[src/rtl/battleship_pkg.sv]
// Shared types and probe-walk helpers for the battleship turn controller.
package battleship_pkg;
   typedef logic [3:0] coord_t;
   typedef logic [4:0] ship_t;

   localparam int         GRID_MAX_C = 10;
   localparam logic [3:0] NO_PROBE   = 4'd9;

   typedef enum logic [1:0] {IDLE, CHECK, SCAN, REPORT} seq_state_t;

   // Probe index k walks the 3x3 block row-major: dx = k%3 - 1, dy = k/3 - 1.
   function automatic logic [1:0] idx_dx(input logic [3:0] k);
      case (k)
         4'd0, 4'd3, 4'd6: return 2'd0;
         4'd1, 4'd4, 4'd7: return 2'd1;
         default:          return 2'd2;
      endcase
   endfunction

   function automatic logic [1:0] idx_dy(input logic [3:0] k);
      if (k < 4'd3)      return 2'd0;
      else if (k < 4'd6) return 2'd1;
      else               return 2'd2;
   endfunction

   function automatic logic [4:0] offset_coord(input coord_t c, input logic [1:0] off);
      return {1'b0, c} + {3'b000, off} - 5'd1;
   endfunction

   function automatic logic in_grid(input logic [4:0] c, input int gmax);
      return (c != 5'd0) && (int'(c) <= gmax);
   endfunction

   function automatic logic probe_ok(input coord_t cx, input coord_t cy, input logic big,
                                     input logic [3:0] k, input int gmax);
      if (big) return in_grid(offset_coord(cx, idx_dx(k)), gmax) &&
                      in_grid(offset_coord(cy, idx_dy(k)), gmax);
      else     return k == 4'd4;
   endfunction

   // Lowest legal probe index >= start, or NO_PROBE when the footprint is exhausted.
   function automatic logic [3:0] next_probe(input coord_t cx, input coord_t cy, input logic big,
                                             input logic [3:0] start, input int gmax);
      logic [3:0] res;
      res = NO_PROBE;
      for (int k = 8; k >= 0; k--) begin
         if (4'(k) >= start && probe_ok(cx, cy, big, 4'(k), gmax)) res = 4'(k);
      end
      return res;
   endfunction
endpackage

[src/rtl/score_sync.sv]
// Two-flop synchronizer for the active-low score key plus a one-cycle pulse on its falling edge.
module score_sync (
   input  logic clock,
   input  logic reset_L,
   input  logic score_L,
   output logic fire
);
   logic meta_q, meta_d;
   logic sync_q, sync_d;
   logic prev_q, prev_d;

   always_comb begin
      meta_d = score_L;
      sync_d = meta_q;
      prev_d = sync_q;
   end

   always_ff @(posedge clock or negedge reset_L) begin
      if (!reset_L) begin
         meta_q <= 1'b1;
         sync_q <= 1'b1;
         prev_q <= 1'b1;
      end else begin
         meta_q <= meta_d;
         sync_q <= sync_d;
         prev_q <= prev_d;
      end
   end

   assign fire = prev_q & ~sync_q;
endmodule

[src/rtl/shot_sequencer.sv]
// Turn controller: synchronises the score key, validates the shot and walks the square checker
// over the bomb footprint. Define BATTLESHIP_SHOT_MEMORY_EN to count only first hits per square.
module shot_sequencer
   import battleship_pkg::*;
#(
   parameter int         GRID_MAX  = GRID_MAX_C,
   parameter logic [1:0] BIG_BOMBS = 2'd2,
   parameter int         HIT_W     = 4
) (
   input  logic             clock,
   input  logic             reset_L,
   input  logic             score_L,
   input  coord_t           x,
   input  coord_t           y,
   input  logic             big,
   output coord_t           sq_x,
   output coord_t           sq_y,
   input  logic             sq_hit,
   input  logic             sq_near,
   input  ship_t            sq_ship,
   output logic             hit,
   output logic             near_miss,
   output logic             miss,
   output ship_t            biggest_ship,
   output logic [HIT_W-1:0] num_hits,
   output logic [1:0]       big_left,
   output logic             wrong,
   output logic             busy,
   output logic             done,
   output seq_state_t       dbg_state
);
   // busy spans CHECK..REPORT; done pulses one cycle as the registered results change.
   // A key press that arrives while busy is dropped, never queued.
   seq_state_t       state_q, state_d;
   coord_t           cx_q, cx_d, cy_q, cy_d, sq_x_q, sq_x_d, sq_y_q, sq_y_d;
   logic             big_q, big_d, bad_q, bad_d;
   logic [3:0]       idx_q, idx_d, hit_cnt_q, hit_cnt_d;
   logic             any_hit_q, any_hit_d, any_near_q, any_near_d;
   ship_t            ship_acc_q, ship_acc_d, ship_q, ship_d;
   logic             hit_q, hit_d, near_q, near_d, miss_q, miss_d, wrong_q, wrong_d, done_q, done_d;
   logic [HIT_W-1:0] num_hits_q, num_hits_d;
   logic [1:0]       big_left_q, big_left_d;

   logic             fire, wrong_now, seen;
   logic [3:0]       first_idx, nxt_idx;
   logic [HIT_W:0]   hit_sum;

`ifdef BATTLESHIP_SHOT_MEMORY_EN
   localparam int MAP_N  = GRID_MAX * GRID_MAX;
   localparam int MAP_AW = $clog2(MAP_N);
   logic [MAP_N-1:0] map_q, map_d;

   function automatic logic [MAP_AW-1:0] map_addr(input coord_t px, input coord_t py);
      return MAP_AW'((int'(py) - 1) * GRID_MAX + int'(px) - 1);
   endfunction
`endif

   score_sync u_sync (
      .clock   (clock),
      .reset_L (reset_L),
      .score_L (score_L),
      .fire    (fire)
   );

   always_comb begin
      wrong_now = !in_grid({1'b0, x}, GRID_MAX) || !in_grid({1'b0, y}, GRID_MAX) ||
                  (big && big_left_q == 2'd0);
      first_idx = next_probe(x, y, big, 4'd0, GRID_MAX);
      nxt_idx   = next_probe(cx_q, cy_q, big_q, idx_q + 4'd1, GRID_MAX);
`ifdef BATTLESHIP_SHOT_MEMORY_EN
      seen      = map_q[map_addr(sq_x_q, sq_y_q)];
      map_d     = map_q;
`else
      seen      = 1'b0;
`endif
      hit_sum    = {1'b0, num_hits_q} + {{(HIT_W-3){1'b0}}, hit_cnt_q};
      state_d    = state_q;
      cx_d       = cx_q;
      cy_d       = cy_q;
      big_d      = big_q;
      bad_d      = bad_q;
      idx_d      = idx_q;
      sq_x_d     = sq_x_q;
      sq_y_d     = sq_y_q;
      any_hit_d  = any_hit_q;
      any_near_d = any_near_q;
      ship_acc_d = ship_acc_q;
      hit_cnt_d  = hit_cnt_q;
      hit_d      = hit_q;
      near_d     = near_q;
      miss_d     = miss_q;
      ship_d     = ship_q;
      wrong_d    = wrong_q;
      num_hits_d = num_hits_q;
      big_left_d = big_left_q;
      done_d     = 1'b0;

      case (state_q)
         IDLE: if (fire) state_d = CHECK;
         CHECK: begin
            cx_d       = x;
            cy_d       = y;
            big_d      = big;
            bad_d      = wrong_now;
            any_hit_d  = 1'b0;
            any_near_d = 1'b0;
            ship_acc_d = '0;
            hit_cnt_d  = '0;
            if (wrong_now) begin
               state_d = REPORT;
            end else begin
               state_d = SCAN;
               idx_d   = first_idx;
               sq_x_d  = coord_t'(offset_coord(x, idx_dx(first_idx)));
               sq_y_d  = coord_t'(offset_coord(y, idx_dy(first_idx)));
            end
         end
         SCAN: begin
            any_hit_d  = any_hit_q | sq_hit;
            any_near_d = any_near_q | sq_near;
            ship_acc_d = ship_acc_q | sq_ship;
            hit_cnt_d  = hit_cnt_q + {3'b000, sq_hit & ~seen};
            if (nxt_idx == NO_PROBE) begin
               state_d = REPORT;
            end else begin
               idx_d  = nxt_idx;
               sq_x_d = coord_t'(offset_coord(cx_q, idx_dx(nxt_idx)));
               sq_y_d = coord_t'(offset_coord(cy_q, idx_dy(nxt_idx)));
            end
         end
         REPORT: begin
            state_d = IDLE;
            done_d  = 1'b1;
            if (bad_q) begin
               wrong_d = 1'b1;
               hit_d   = 1'b0;
               near_d  = 1'b0;
               miss_d  = 1'b0;
               ship_d  = '0;
            end else begin
               wrong_d    = 1'b0;
               hit_d      = any_hit_q;
               near_d     = ~any_hit_q & any_near_q;
               miss_d     = ~any_hit_q & ~any_near_q;
               ship_d     = ship_acc_q;
               num_hits_d = hit_sum[HIT_W] ? '1 : hit_sum[HIT_W-1:0];
               big_left_d = big_left_q - {1'b0, big_q};
`ifdef BATTLESHIP_SHOT_MEMORY_EN
               for (int k = 0; k < 9; k++) begin
                  if (probe_ok(cx_q, cy_q, big_q, 4'(k), GRID_MAX))
                     map_d[map_addr(coord_t'(offset_coord(cx_q, idx_dx(4'(k)))),
                                    coord_t'(offset_coord(cy_q, idx_dy(4'(k)))))] = 1'b1;
               end
`endif
            end
         end
         default: state_d = IDLE;
      endcase
   end

   always_ff @(posedge clock or negedge reset_L) begin
      if (!reset_L) begin
         state_q    <= IDLE;
         cx_q       <= '0;
         cy_q       <= '0;
         big_q      <= 1'b0;
         bad_q      <= 1'b0;
         idx_q      <= '0;
         sq_x_q     <= '0;
         sq_y_q     <= '0;
         any_hit_q  <= 1'b0;
         any_near_q <= 1'b0;
         ship_acc_q <= '0;
         hit_cnt_q  <= '0;
         hit_q      <= 1'b0;
         near_q     <= 1'b0;
         miss_q     <= 1'b0;
         ship_q     <= '0;
         wrong_q    <= 1'b0;
         num_hits_q <= '0;
         big_left_q <= BIG_BOMBS;
         done_q     <= 1'b0;
      end else begin
         state_q    <= state_d;
         cx_q       <= cx_d;
         cy_q       <= cy_d;
         big_q      <= big_d;
         bad_q      <= bad_d;
         idx_q      <= idx_d;
         sq_x_q     <= sq_x_d;
         sq_y_q     <= sq_y_d;
         any_hit_q  <= any_hit_d;
         any_near_q <= any_near_d;
         ship_acc_q <= ship_acc_d;
         hit_cnt_q  <= hit_cnt_d;
         hit_q      <= hit_d;
         near_q     <= near_d;
         miss_q     <= miss_d;
         ship_q     <= ship_d;
         wrong_q    <= wrong_d;
         num_hits_q <= num_hits_d;
         big_left_q <= big_left_d;
         done_q     <= done_d;
      end
   end

`ifdef BATTLESHIP_SHOT_MEMORY_EN
   always_ff @(posedge clock or negedge reset_L) begin
      if (!reset_L) map_q <= '0;
      else          map_q <= map_d;
   end
`endif

   assign sq_x         = sq_x_q;
   assign sq_y         = sq_y_q;
   assign hit          = hit_q;
   assign near_miss    = near_q;
   assign miss         = miss_q;
   assign biggest_ship = ship_q;
   assign num_hits     = num_hits_q;
   assign big_left     = big_left_q;
   assign wrong        = wrong_q;
   assign busy         = (state_q != IDLE);
   assign done         = done_q;
   assign dbg_state    = state_q;
endmodule

[config.mk]
export PLATFORM = sky130hd
export DESIGN_NAME = shot_sequencer
export DESIGN_NICKNAME = d
export VERILOG_FILES = /design/src/rtl/battleship_pkg.sv /design/src/rtl/score_sync.sv /design/src/rtl/shot_sequencer.sv
export SDC_FILE = /design/constraint.sdc
export NUM_CORES = 1
export LEC_CHECK = 0
export BUFFER_PORTS_ARGS = -buffer_cell sky130_fd_sc_hd__buf_4
export CAP_MARGIN = 20
export CORE_MARGIN = 2
export CORE_UTILIZATION = 40
export DETAILED_ROUTE_END_ITERATION = 7
export GPL_ROUTABILITY_DRIVEN = 0
export PLACE_DENSITY_LB_ADDON = 0.08
export SLEW_MARGIN = 20
export SYNTH_ARGS = -nofsm -noshare
export SYNTH_HDL_FRONTEND = slang
export SYNTH_HIERARCHICAL = 1
export SYNTH_SLANG_ARGS = --single-unit
[constraint.sdc]
create_clock -name clock -period 4 [get_ports clock]
set_input_delay 1.2 -clock clock [delete_from_list [all_inputs] [get_ports clock]]
set_output_delay 1.2 -clock clock [all_outputs]
set_load 0.02 [all_outputs]
---- After elaboration in Yosys (flattened, before gate mapping) ----
Index checks and enable logic that the tools add are counted.
cells by class
  add/subtract/negate cells ............... 36
  $lt $le $gt $ge ......................... 27
  equality and inequality tests ........... 18
  multiplexer cells ....................... 80
  bitwise gates (word level) .............. 10
  reduce and logical (&&, ||, !) cells .... 73
operator list
  kind                                                  count
  two-way mux 4 bit                                     23
  adder 4 x 2 -> 5 bit                                  12
  <= comparator 5 x 4 -> 1 bit (second input constant)  12
  nonzero test 5 bit                                    12
  subtractor 5 x 1 -> 5 bit (second input constant)     12
  logical AND 1 bit                                     42
  two-way mux 2 bit                                     20
  case mux 4 bit (2 select lines)                       4
  two-way mux 1 bit                                     26
  == test 4 x 3 -> 1 bit (second input constant)        6
  adder 4 x 2 -> 4 bit                                  4
  >= comparator 3 x 4 -> 1 bit (first input constant)   4
  subtractor 4 x 1 -> 4 bit (second input constant)     4
  OR reduction 3 bit                                    4
  case mux 5 bit (2 select lines)                       1
  == test 4 x 1 -> 1 bit (second input constant)        2
  == test 4 x 2 -> 1 bit (second input constant)        2
  >= comparator 1 x 4 -> 1 bit (first input constant)   2
  >= comparator 2 x 4 -> 1 bit (first input constant)   2
  <= comparator 4 bit (second input constant)           2
  logical NOT 4 bit                                     2
  < comparator 4 x 2 -> 1 bit (second input constant)   2
  < comparator 4 x 3 -> 1 bit (second input constant)   2
  inequality test 2 bit (second input constant)         4
  23 further kinds                                      38
storage, ports and cells
  register bits after elaboration ......... 54
  input bits .............................. 19
  output and inout bits ................... 27
  logic and storage cells ................. 267

---- Depth between registers and ports, before layout ----
Gate-level depths: netlist of run 1.
  word-level depth ........................ 26
  depth in mapped cells ................... 19
  gate-level depth less buffers ........... 18

---- By module ----
Netlist of run 1, hierarchy kept.
modules (own cells, without submodules)
  module          times used  cells an instance  area an instance (um^2)  seq. area each (um^2)
  shot_sequencer  1           535                4748.3                   1277.5
  score_sync      1           4                  92.6                     78.8

---- Worst setup path before layout of run 1 ----
No wires, ideal clock.
  path type ............................... input to register
  from .................................... input port x[1]
  to ...................................... register sq_x_q[2] (netlist: sq_x[2])
  library setup time ...................... 0.128 ns
  arrival time ............................ 4.925 ns
  required time ........................... 3.872 ns
  path slack .............................. -1.053 ns
  stages .................................. 17
  path buffers ............................ 1
  cell sequence ........................... clkbuf_1 > inv_1 > ha_1 > nand2b_1 > nand2_1 > o41ai_1 > o21ai_0 > a211oi_1 > o2bb2ai_1 > and3_1 > a311o_1 > ha_1 > inv_1 > ha_1 > fa_1 > mux2_2 > mux2_1
between the ends
  word-level cells in the longest chain between the ends .. 24
  elaborated cells between the ends (all ways) .. 65
  classes of those cells .................. 8 x add/sub; 4 x order compare; 6 x eq/ne; 23 x mux; 24 x reduce/logical
RTL lines
  item                                                                line                   text
  start: declaration                                                  shot_sequencer.sv:13   input coord_t x,
  adder 4 x 2 -> 5 bit                                                battleship_pkg.sv:27   return {1'b0, c} + {3'b000, off} - 5'd1;
  subtractor 5 x 1 -> 5 bit                                           battleship_pkg.sv:27
  <= comparator 5 x 4 -> 1 bit or nonzero test 5 bit (tied branches)  battleship_pkg.sv:31   return (c != 5'd0) && (int'(c) <= gmax);
  logical AND 1 bit                                                   battleship_pkg.sv:31
  logical AND 1 bit                                                   battleship_pkg.sv:36   if (big) return in_grid(offset_coord(cx, idx_dx(k)), gmax) &&
  two-way mux 1 bit                                                   battleship_pkg.sv:36
  two-way mux 1 bit                                                   battleship_pkg.sv:47   if (4'(k) >= start && probe_ok(cx, cy, big, 4'(k), gmax)) res = 4'(k);
  two-way mux 4 bit (8 in a row)                                      battleship_pkg.sv:47
  == test 4 x 1 -> 1 bit (tied with other cells)                      battleship_pkg.sv:13   case (k)
  OR reduction 3 bit                                                  battleship_pkg.sv:13
  case mux 2 bit (2 select lines)                                     battleship_pkg.sv:13
  two-way mux 2 bit                                                   shot_sequencer.sv:109  if (wrong_now) begin
  two-way mux 2 bit                                                   shot_sequencer.sv:98   case (state_q)
  adder 4 x 2 -> 4 bit                                                battleship_pkg.sv:27
  subtractor 4 x 1 -> 4 bit                                           battleship_pkg.sv:27
  two-way mux 4 bit                                                   shot_sequencer.sv:109
  case mux 4 bit (2 select lines)                                     shot_sequencer.sv:98
  end signal: assignment                                              shot_sequencer.sv:190  sq_x_q <= sq_x_d;
  end: declaration                                                    shot_sequencer.sv:35   coord_t cx_q, cx_d, cy_q, cy_d, sq_x_q, sq_x_d, sq_y_q, sq_y_d;
Parallel ways exist; a longest one is shown, timed or not. The select of a mux whose other input is x is not followed.
A chain may end at the register's enable or synchronous reset.

---- Worst setup path in the final report of run 1 ----
  from .................................... input port x[0]
  to ...................................... register sq_x_q[2] (netlist: sq_x[2])
Same word-level chain as after synthesis.

==> results of run 1 <==
## state kept, by name (all words and copies together) (netlist names), 2 cells and up
signal,count
cx_q,4
ship_acc_q,5
cy_q,4
biggest_ship,5
dbg_state,2
num_hits,4
hit_cnt_q,4
idx_q,4
big_left,2
sq_x,4
sq_y,4
## cell families (layout without fill, tap and decap cells)
| group | Yosys count | after routing | synth area share |
|---|---|---|---|
| flops | 54 | 54 | 0.280 |
| buf+inv | 78 | 241 | 0.0649 |
| xor+xnor | 10 | 10 | 0.0181 |
| fa+ha+maj | 72 | 72 | 0.194 |
| mux | 23 | 23 | 0.0520 |
| compound gates | 151 | 151 | 0.224 |
| simple gates | 151 | 151 | 0.167 |
## metrics by stage
stage	util	cells
2_1_floorplan	-	539
3_3_place_gp	0.525	830
3_5_place_dp	0.525	830
4_1_cts	0.559	844
5_1_grt	0.567	849
6_report	0.567	849
## metal layers
metal	GRT usage	vias up	wire length (microns)
met2	0.366	75	6680
li1	-	2268	-
met3	0.0228	9	361
met4	0.0350	0	116
met1	0.265	2170	5860
met5	0	-	0
## power breakdown
group / leakage [uW] / switching [uW] / internal (uW) / total (uW)
Clock: 0.0000819 / 214 / 300 / 514
Sequential: 0.000660 / 174 / 778 / 952
Combinational: 0.00245 / 2050 / 1920 / 3970
Total: 0.00319 / 2430 / 3000 / 5440
## critical path, stage by stage
cell and delay [ns]:
buf_8 0.10, inv_4 0.04, ha_4 0.27, nand2b_4 0.07, buf_6 0.11, nand4b_1 0.10
a21oi_2 0.09, buf_4 0.15, o32ai_4 0.40, inv_2 0.10, nor4b_2 0.36, and3_1 0.24
nor3_2 0.06, ha_1 0.20, inv_2 0.06, ha_4 0.12, fa_2 0.42, mux2_4 0.27
mux2_4 0.27
## layout by cell type, fill, tap and decap left out, types with 4 or more instances in the layout
master,Yosys,final
clkbuf_16,0,5
nand2_1,38,37
inv_2,0,5
mux2_4,0,4
and3_1,6,4
a21o_1,6,6
ha_1,67,58
mux2_2,10,8
nand3b_1,7,7
o21ai_0,32,29
nand3_1,13,13
inv_1,58,50
nand4_1,4,4
or3_1,5,4
dfrtp_1,50,50
o211ai_1,5,5
nand2b_1,10,9
a21oi_1,34,30
and2_1,5,5
o22ai_1,5,4
nor2b_1,4,4
ha_2,0,5
ha_4,0,4
buf_4,0,170
a21oi_2,0,4
dfstp_2,4,4
nor3_1,8,7
xnor2_1,6,6
nor2_1,29,27
mux2i_1,6,6
o31ai_1,6,5
mux2_1,7,5
## final timing paths
path                                      end  slack [ns]  depth (start not counted)
worst min-delay path            u_sync/prev_d        0.36                          0
max in group asynchronous             cx_q[1]        2.58                          1
worst min register to register  u_sync/prev_d        0.36                          0
worst max-delay path                  sq_x[2]       -0.46                         19
worst max register to register        sq_x[2]       -0.22                         16
min in group asynchronous            idx_q[0]        0.95                          1
## final cells by class
type | count | area (sq um)
sequential | 54 | 1360
timing repair buffer | 175 | 1340
tap | 147 | 184
multi-input combinational | 407 | 3470
clock buffer | 5 | 125
clock inverter | 3 | 48.8
fill | 1065 | 5150
inverter | 58 | 230
## what timing repair did
action                                  in CTS  in global routing
hold buffers                                 0                  0
setup buffers                                6                  5
endpoints found under the setup margin       6                  6
resized for setup                           44                 15
pin swaps                                   27                 14
==> impl_metrics.yaml, run 1 <==
setup_path:
  required_ns: 4.18
  worstPathArrival_ns: 4.65
  regToRegStartpoint: "cx_q[0]"
  cp-start-kind: "primary input"
  path_class: "primary input to flop"
  crit_path_end_kind: "flop"
  critPathLaunch: "x[0]"
  crit_fanout: 6
clock_network:
  cts.reportedPaths.clkPinSlew_ns: 0.07
  clock_sinks: 54
  cts_tree: "built"
  clock_latency_ns: 0.30
  cts_buffers: 5
  cts.path.max_buffers: 2
  clockRootBuffer: "clkbuf_16"
  h-tree-depth: 2
power:
  peakVddDrop_mv: 0.377
  total_power_uw: 5440
  power.density_nw_per_um2: 804
  leakage_uw: 0.00319
floorplanning:
  ios: 46
  dieWidth_microns: 114
  start_util: 0.406
  die_h_microns: 114
  floorplan.die_area_sq_um: 13000
  design.core.area_sq_um: 11900
  std_cell_rows: 40
logic_synthesis:
  yosys-top-cells-count: "ha_1 (67), inv_1 (58), dfrtp_1 (50)"
  synth_cells: 539
  synthArstFlopShare: 1.00
  synth_cell_types: 80
  syn_area_sq_um: 4840
  yosys_warnings: 6
  syn_nets: 630
  syn_avg_cell_area_sq_um: 8.98
  synth-seq-area-share: 0.280
  post-synth-top-count-cell: "ha_1"
  synth.area.top_cells: "dfrtp_1 (26%), ha_1 (17%), inv_1 (4.5%), a21oi_1 (3.5%), o21ai_0 (3.3%)"
  synth-edff-count: 0
  synth_top_area_share: 0.258
  ys_seq_elements: 54
  yosysTopAreaCell: "dfrtp_1"
  ys.flop_type: "dfrtp_1"
placement:
  portBuffers: 45
  dpl-instance-area_sq_um: 6260
  dp_hpwl_microns: 9960
  place_ws_ns: -0.728
drt:
  dr.pass1.iters: 5
  drt_iter0_drc: 251
  num_vias: 4522
  totalWireLength_microns: 13000
  ant_nets: 0
  drc: 0
  wl_per_cell_microns: 15.3
  viasPerCell: 5.33
sta:
  rsz0062_at_grt: "yes"
  tightest_slew_ns: 0.710
  finalMaxSlewViolations: 0
  setup_viol: 5
  fin_skew_ns: 0.00615
  slew_headroom: 0.526
  setup_tns_ns: -1.32
  final.setup.worst_slack_ns: -0.464
  hold_ws_ns: 0.362
  hold_violations: 0
  max_freq_mhz: 224
  fin_crit_ns: 4.46
  fin_crit_sh: 1.12
worst_hold_path:
  holdCritStartpoint: "u_sync/meta_q"
  hp-class: "flop to flop"
global_routing:
  first_global_vias: 4564
  grt_antenna_before_repair: 0
  grt_max_degree: 55
  grt_use_total: 0.203
  grt_pass1_wl_microns: 21400
  grt_overflow_total: 0
status:
  violations: "setup timing"
  status: "finished, violations left"
finish:
  fin_area_sq_um: 6760
  final_nets: 792
  antenna_cells: 0
  final_layout_size_suffix_gt1_frac: 0.373
  syn_to_final_growth_pct: 39.6
flow_run:
  drv_cap: 0
Note: power is estimated with default switching activity, not from simulation.
==> run 2: changes to the inputs <==
--- a/config.mk
+++ b/config.mk
@@ -11,7 +11,7 @@
 export CORE_UTILIZATION = 40
 export DETAILED_ROUTE_END_ITERATION = 7
 export GPL_ROUTABILITY_DRIVEN = 0
-export PLACE_DENSITY_LB_ADDON = 0.08
+export PLACE_DENSITY = 0.72
 export SLEW_MARGIN = 20
 export SYNTH_ARGS = -nofsm -noshare
 export SYNTH_HDL_FRONTEND = slang
==> constraint.sdc (replaced) <==
create_clock -name clock -period 3.8 [get_ports clock]
set_input_delay 1.14 -clock clock [delete_from_list [all_inputs] [get_ports clock]]
set_output_delay 1.14 -clock clock [all_outputs]
set_load 0.02 [all_outputs]
==> impl_metrics.yaml, run 2 (synthesis gave the netlist of run 1 again) <==
floorplanning:
  start_util: 0.406
  std_cell_rows: 40
  ios: 46
  dieWidth_microns: 114
  die_h_microns: 114
  floorplan.die_area_sq_um: 13000
  design.core.area_sq_um: 11900
global_routing:
  grt_use_total: 0.215
  grt_max_degree: 55
  grt_overflow_total: 0
  first_global_vias: 4934
  grt_antenna_before_repair: 0
  grt_pass1_wl_microns: 23000
finish:
  fin_cells: 845
  syn_to_final_growth_pct: 42.0
  final_layout_size_suffix_gt1_frac: 0.400
  antenna_cells: 0
  layout_commonest_cell: "buf_4"
  final_nets: 788
  final_cell_mix: "buf_4 (165), ha_1 (55), dfrtp_1 (50)"
sta:
  tightest_slew_ns: 0.728
  setup_viol: 6
  max_freq_mhz: 230
  rsz0062_at_grt: "yes"
  hold_violations: 0
  fin_crit_ns: 4.34
  finalMaxSlewViolations: 0
  fin_crit_sh: 1.14
  fin_skew_ns: 0.00934
  final.setup.worst_slack_ns: -0.539
  slew_headroom: 0.515
clock_network:
  clockRootBuffer: "clkbuf_16"
  clock_latency_ns: 0.30
  h-tree-depth: 2
  cts.reportedPaths.clkPinSlew_ns: 0.07
  cts_buffers: 5
  clock_sinks: 54
  cts.path.max_buffers: 2
  cts_tree: "built"
drt:
  num_vias: 4760
  wl_per_cell_microns: 16.4
  totalWireLength_microns: 13800
  drc: 0
  ant_nets: 0
  drt_iter0_drc: 191
  viasPerCell: 5.63
  dr.pass1.iters: 5
setup_path:
  path_class: "primary input to flop"
  endpoint: "sq_x[2]"
  r2r_cells: 17
  required_ns: 3.98
  cp-start-kind: "primary input"
  regToRegStartpoint: "cx_q[0]"
  worstPathArrival_ns: 4.52
  critPathLaunch: "y[1]"
  crit_fanout: 4
  reg2reg_to: "sq_x[2]"
  crit_path_end_kind: "flop"
  r2r_slack_ns: -0.33
status:
  status: "finished, violations left"
  violations: "setup timing"
placement:
  dp_hpwl_microns: 10100
  place_ws_ns: -0.854
  portBuffers: 45
  dp.cells: 832
worst_hold_path:
  hp-class: "flop to flop"
  holdCritStartpoint: "u_sync/meta_q"
power:
  leakage_uw: 0.00320
  power.density_nw_per_um2: 858
  peakVddDrop_mv: 0.646
  total_power_uw: 5900
flow_run:
  drv_cap: 0
==> run 2: changes by cell type in the layout (fill, tap and decap cells not counted), moves of 3 or more <==
| cell | delta |
|---|---|
| buf_4 | -5 |
| nand2b_1 | -3 |
| buf_12 | +3 |
| ha_1 | -3 |
==> run 2: worst min path at each step <==
stage | depth (start not counted) | end | slack [ns]
after floorplan | 0 | u_sync/prev_d | 0.35
after global placement | 0 | u_sync/prev_d | 0.35
after detailed placement | 0 | u_sync/prev_d | 0.36
after CTS | 0 | u_sync/prev_d | 0.37
after global routing | 0 | u_sync/prev_d | 0.37
final | 0 | u_sync/prev_d | 0.37
==> run 2: layer usage <==
layer	GRT usage	vias to the layer above	share of wire
met1	0.257	2304	0.41
met2	0.383	137	0.50
met3	0.0319	51	0.046
li1	-	2268	-
met5	0	-	0
met4	0.0911	0	0.043
==> run 2: worst max-delay path, cell delays in order <==
cell       delay [ns]
buf_4            0.13
or3_4            0.38
and2_1           0.16
o221a_2          0.32
a22o_1           0.27
o2bb2ai_4        0.16
and3_4           0.17
a311o_1          0.27
ha_1             0.29
inv_2            0.08
ha_4             0.13
fa_2             0.45
mux2_4           0.30
mux2_4           0.27
==> run 2: per-stage QoR <==
stage               cell area [sq um]  setup TNS [ns]  hold WS, ns   util
finish                           6880           -1.78        0.370  0.577
global route                     6880           -2.25        0.370  0.577
floorplan                        4970           -2.54        0.345      -
global placement                 6280           -3.46        0.346  0.528
detailed placement               6280           -4.23        0.359  0.528
CTS                              6670           -1.45        0.369  0.560
==> run 2: layout make-up <==
cell class / count / area [sq um]
timing repair buffer: 171 / 1330
multi-input combinational: 407 / 3620
inverter: 58 / 230
tap: 147 / 184
fill: 932 / 5040
clock buffer: 5 / 125
sequential: 54 / 1360
clock inverter: 3 / 28.8
==> run 2: where the power goes <==
part,total [uW],internal [uW],switching [uW]
clock,478,252,226
combinational,4430,2150,2280
sequential,995,819,175
==> run 2: what timing repair did <==
item / CTS / global route
pin swaps: 24 / 22
setup buffers: 2 / 3
gates resized for setup: 50 / 43
endpoints found under the setup margin: 6 / 9
cloned: 0 / 0
hold buffers: 0 / 0
